File: src/rtl/pc_sequencer.sv
// Program-counter sequencer for the fetch path: increment, relative/absolute
// jumps, call/return through an internal return-address stack, stall and fault.
module pc_sequencer #(
    parameter int              PC_W        = 8,
    parameter int              OFF_W       = 8,
    parameter int              STACK_DEPTH = 4,
    parameter logic [PC_W-1:0] RESET_PC    = '0,
    localparam int             DW          = $clog2(STACK_DEPTH + 1)
) (
    input  logic             clk,
    input  logic             reset,
    input  logic             stall,
    input  logic             jump_rel,
    input  logic             jump_abs,
    input  logic             call,
    input  logic             ret,
    input  logic [OFF_W-1:0] offset,
    input  logic [PC_W-1:0]  target,
    output logic [PC_W-1:0]  pc,
    output logic [DW-1:0]    depth,
    output logic             stack_empty,
    output logic             stack_full,
    output logic             fault
);

    localparam int IW = (STACK_DEPTH > 1) ? $clog2(STACK_DEPTH) : 1;

    logic [PC_W-1:0] pc_q, pc_d;
    logic [DW-1:0]   depth_q, depth_d;
    logic            fault_q, fault_d;
    logic            push;
    logic [PC_W-1:0] stack_q [STACK_DEPTH];

    logic [PC_W-1:0] off_ext;
    logic [PC_W-1:0] pc_inc;
    logic [IW-1:0]   push_idx;
    logic [IW-1:0]   pop_idx;
    logic            is_empty;
    logic            is_full;

    assign off_ext  = PC_W'($signed(offset));
    assign pc_inc   = pc_q + PC_W'(1);
    assign push_idx = IW'(depth_q);
    assign pop_idx  = IW'(depth_q - DW'(1));
    assign is_empty = (depth_q == '0);
    assign is_full  = (depth_q == DW'(STACK_DEPTH));

    always_comb begin
        pc_d    = pc_q;
        depth_d = depth_q;
        fault_d = fault_q;
        push    = 1'b0;
        // Stall and a latched fault both freeze every piece of state.
        if (!stall && !fault_q) begin
            if (ret) begin
                if (is_empty) begin
                    fault_d = 1'b1;
                end else begin
                    pc_d    = stack_q[pop_idx];
                    depth_d = depth_q - DW'(1);
                end
            end else if (call) begin
                if (is_full) begin
                    fault_d = 1'b1;
                end else begin
                    push    = 1'b1;
                    pc_d    = pc_q + off_ext;
                    depth_d = depth_q + DW'(1);
                end
            end else if (jump_abs) begin
                pc_d = target;
            end else if (jump_rel) begin
                pc_d = pc_q + off_ext;
            end else begin
                pc_d = pc_inc;
            end
        end
    end

    always_ff @(posedge clk or posedge reset) begin
        if (reset) begin
            pc_q    <= RESET_PC;
            depth_q <= '0;
            fault_q <= 1'b0;
        end else begin
            pc_q    <= pc_d;
            depth_q <= depth_d;
            fault_q <= fault_d;
        end
    end

    // Stack contents are don't-care after reset, so no reset term here.
    always_ff @(posedge clk) begin
        if (push) begin
            stack_q[push_idx] <= pc_inc;
        end
    end

    assign pc          = pc_q;
    assign depth       = depth_q;
    assign stack_empty = is_empty;
    assign stack_full  = is_full;
    assign fault       = fault_q;

endmodule

File: config.mk
export PLATFORM = sky130hd
export DESIGN_NAME = pc_sequencer
export DESIGN_NICKNAME = d
export VERILOG_FILES = /design/src/rtl/pc_sequencer.sv
export SDC_FILE = /design/constraint.sdc
export NUM_CORES = 1
export LEC_CHECK = 0
export CORE_AREA = 2 2 95 97
export CTS_CLUSTER_DIAMETER = 40
export CTS_CLUSTER_SIZE = 16
export DETAILED_ROUTE_END_ITERATION = 10
export DIE_AREA = 0 0 97 99
export REMOVE_ABC_BUFFERS = 1
export SLEW_MARGIN = 20
export SYNTH_ARGS = -nofsm -noshare
export SYNTH_HDL_FRONTEND = slang
export SYNTH_SLANG_ARGS = --single-unit
File: constraint.sdc
create_clock -name clk -period 4.3 [get_ports clk]
set_clock_uncertainty 0.05 [all_clocks]
set_input_delay 0.86 -clock clk [delete_from_list [all_inputs] [get_ports clk]]
set_output_delay 0.86 -clock clk [all_outputs]
set_load 0.03 [all_outputs]
==> results.sh <==
export IMPL_dieArea_sq_mm=0.00960
export IMPL_synth_compound_area_frac=0.139
export IMPL_io_pins=37
export IMPL_max_vdd_ir_drop_mv=0.176
export IMPL_reg2reg_slack_ps=1790
export IMPL_vias=1782
export IMPL_drc=0
export IMPL_syn_inst=211
export IMPL_ant_nets=0
export IMPL_r2r_start="depth[0]$_DFFE_PP0P_"
export IMPL_num_rows=34
export IMPL_cp_end_kind="flop"
export IMPL_p_int_mw=1.16
export IMPL_status="complete, no violations"
export IMPL_root_buffer="clkbuf_8"
export IMPL_pwr_share_clk=0.130
export IMPL_die_x_microns=97
export IMPL_nNetsFinal=287
export IMPL_async_flop_share=0.273
export IMPL_htreeDepth=2
export IMPL_worst_r2r_path_depth=6
export IMPL_synth_mux_area_frac=0.0724
export IMPL_drt_wirelength_per_cell_microns=16.2
export IMPL_critPathLaunchType="input port"
export IMPL_period_share=0.697
export IMPL_drt_vias_per_instance=4.98
export IMPL_synth_xor_area_frac=0.0523
export IMPL_syn_area_per_cell_sq_um=11.8
export IMPL_yosys_top_cells_area="edfxtp_1 (39%), dfrtp_1 (12%), mux4_2 (7.2%)"
export IMPL_stdcell_area_sq_mm=0.00305
export IMPL_fillCellCount=826
export IMPL_slew_violations=0
export IMPL_crit_arrival_ps=3120
export IMPL_cap_viol_max_count=0
export IMPL_synth_edff_count=32
export IMPL_worstPathRequired_ps=4420
export IMPL_dr_pass1_iters=4
export IMPL_cts_repair_resized=0
export IMPL_placed_area_sq_mm=0.00296
export IMPL_synth_top_cell_by_area="edfxtp_1"
export IMPL_fin_crit_ps=3000
export IMPL_seq_area_frac_synth=0.507
export IMPL_post_dp_hpwl_microns=4300
export IMPL_ys_types=49
export IMPL_switching_share=0.419
export IMPL_grt_pass1_wl_microns=9530
export IMPL_fmax_mhz=334
export IMPL_netSwitchingPower_uw=833
export IMPL_startpoint="offset[0]"
export IMPL_io_buffers=36
export IMPL_holdBufCountCts=0
export IMPL_tightest_slew_ps=549
export IMPL_grt_pass1_vias=1902
export IMPL_start_util=0.291
export IMPL_cp_max_fo=3
export IMPL_ys_warn_count=0
export IMPL_synthFlopType="edfxtp_1"
export IMPL_clkSinkCount=44
export IMPL_crit_end="pc[4]$_DFFE_PP0P_"
export IMPL_globalRouteOverflowTotal=0
export IMPL_p_leak_nw=1.08
export IMPL_synth_simple_area_share=0.116
export IMPL_antenna_found_initial=0
export IMPL_utilization=0.356
export IMPL_combPwrFrac=0.532
export IMPL_synthAdderAreaFrac=0.0784
export IMPL_synth_seq_cells=44
export IMPL_grt_max_degree=20
export IMPL_clock_latency_ps=290
export IMPL_final_cell_count_no_fill=358
export IMPL_wirelength_microns=5790
export IMPL_grtUsageTotal=0.125
export IMPL_path_clk_slew_ps=90
export IMPL_synth_top_cell_area_share=0.386
export IMPL_place_congestion=0.775
export IMPL_cts_setup_buffers=0
export IMPL_reg2reg_to="stack_q[3][1]$_DFFE_PP_"
export IMPL_drive_gt1_frac=0.104
export IMPL_min_path_cells=1
export IMPL_n_antenna_cell=0
export IMPL_p_seq_frac=0.338
export IMPL_tns_ps=0
export IMPL_die_h_microns=99
export IMPL_core_sq_mm=0.00855
export IMPL_area_delta_synth_final_pct=22.4
export IMPL_clockBufferDepth=2
export IMPL_report_final_hold_viol_count=0
export IMPL_critPathKind="input port to flop"
export IMPL_dp_cells=350
export IMPL_max_slew_margin=0.634
export IMPL_setup_violations=0
export IMPL_hold_class="flop to flop"
export IMPL_synth_area_sq_mm=0.00249
export IMPL_rsz0062_at_grt="false"
export IMPL_p_per_area_mw_per_mm2=653
export IMPL_cts_made_buffers=5
export IMPL_synth_top_family_by_area="compound AO/OA/AOI/OAI gates"
export IMPL_cts_tree="yes"
export IMPL_drt_iter0_drc=83
## stage by stage
stage | hold WS, ps | total power [mW] | setup WS (ps)
3_3_place_gp | 481 | 1.73 | 1070
4_1_cts | 508 | 2.01 | 1260
6_report | 512 | 1.99 | 1300
5_1_grt | 553 | 2.13 | 991
2_1_floorplan | 652 | 1.39 | 1640
3_5_place_dp | 485 | 1.74 | 984
## flip-flops by register name, summed over array words and instances, names as in the netlist
signal / cells
pc: 8
stack_q: 32
depth: 3
fault: 1
## final cells by class
class	instances	area, sq um	area share
Clock inverter	2	16.3	0.00534
Clock buffer	6	72.6	0.0238
Tap cell	108	135	0.0444
Timing Repair Buffer	39	383	0.126
Sequential cell	44	1260	0.414
Multi-Input combinational cell	149	1140	0.374
Inverter	10	37.5	0.0123
## synthesized netlist by cell type, drive strengths merged (3+ instances only)
master / number
edfxtp: 32
nor2: 23
a21oi: 18
ha: 14
nand2: 13
dfrtp: 12
inv: 10
xnor2: 9
mux4: 8
o21ai: 8
buf: 7
a211oi: 5
nand3: 5
xor2: 5
and2: 4
nor4: 4
o31ai: 4
a2111oi: 3
a22oi: 3
nor3: 3
## cell usage in the layout (no fill, tap or decap), types with 3 or more instances in the layout
cell,instances
xnor2_1,8
clkdlybuf4s50_1,36
nand2_1,12
buf_4,3
mux4_2,8
inv_1,9
nand3_1,5
a21oi_1,17
o31ai_1,4
clkbuf_8,5
o21ai_1,3
a211oi_1,4
nor2_1,22
dfrtp_1,12
edfxtp_1,32
xor2_1,5
o21ai_0,5
ha_1,14
nor4_1,4
and2_1,4
## worst min-delay path by stage
| stage | endpoint | from | slack, ps |
|---|---|---|---|
| final | fault$_DFFE_PP0P_ | fault$_DFFE_PP0P_ | 510 |
| after global routing | fault$_DFFE_PP0P_ | fault$_DFFE_PP0P_ | 550 |
| after CTS | fault$_DFFE_PP0P_ | fault$_DFFE_PP0P_ | 510 |
| after detailed placement | fault$_DFFE_PP0P_ | fault$_DFFE_PP0P_ | 480 |
| after global placement | fault$_DFFE_PP0P_ | fault$_DFFE_PP0P_ | 480 |
| after floorplan | pc[0]$_DFFE_PP0P_ | stack_q[1][0]$_DFFE_PP_ | 650 |
## worst max-delay path, cell delays in order
cell and delay [ps]:
clkdlybuf4s50_1 460, ha_1 180, inv_1 60, fa_1 380, nand2b_1 170, a21oi_2 190, xnor2_1 170, a211oi_1 100
a2111oi_0 410, o31ai_1 130
## power by group through the flow
| stage | clock [mW] | sequential, mW | combinational, mW |
|---|---|---|---|
| 3_5_place_dp | 0 | 0.681 | 1.06 |
| 5_1_grt | 0.281 | 0.684 | 1.16 |
| 2_1_floorplan | 0 | 0.790 | 0.604 |
| 3_3_place_gp | 0 | 0.682 | 1.05 |
| 4_1_cts | 0.266 | 0.672 | 1.07 |
| 6_report | 0.259 | 0.672 | 1.06 |
## cells by family (layout without fill, tap and decap cells)
family          Yosys count  count (layout)
xor+xnor                 14              14
mux                       8               8
compound gates           52              52
flops                    44              44
fa+ha+maj                15              15
buf+inv                  18              57
simple gates             60              60
## layer usage
layer | routed length, microns | part of all wire | up-vias | GRT usage
li1 | - | - | 870 | -
met1 | 2550 | 0.44 | 866 | 0.144
met2 | 2970 | 0.51 | 37 | 0.233
met3 | 200 | 0.035 | 9 | 0.0298
met4 | 71 | 0.012 | 0 | 0.0347
met5 | 0 | 0 | - | 0
(Power assumes the default switching activity.)
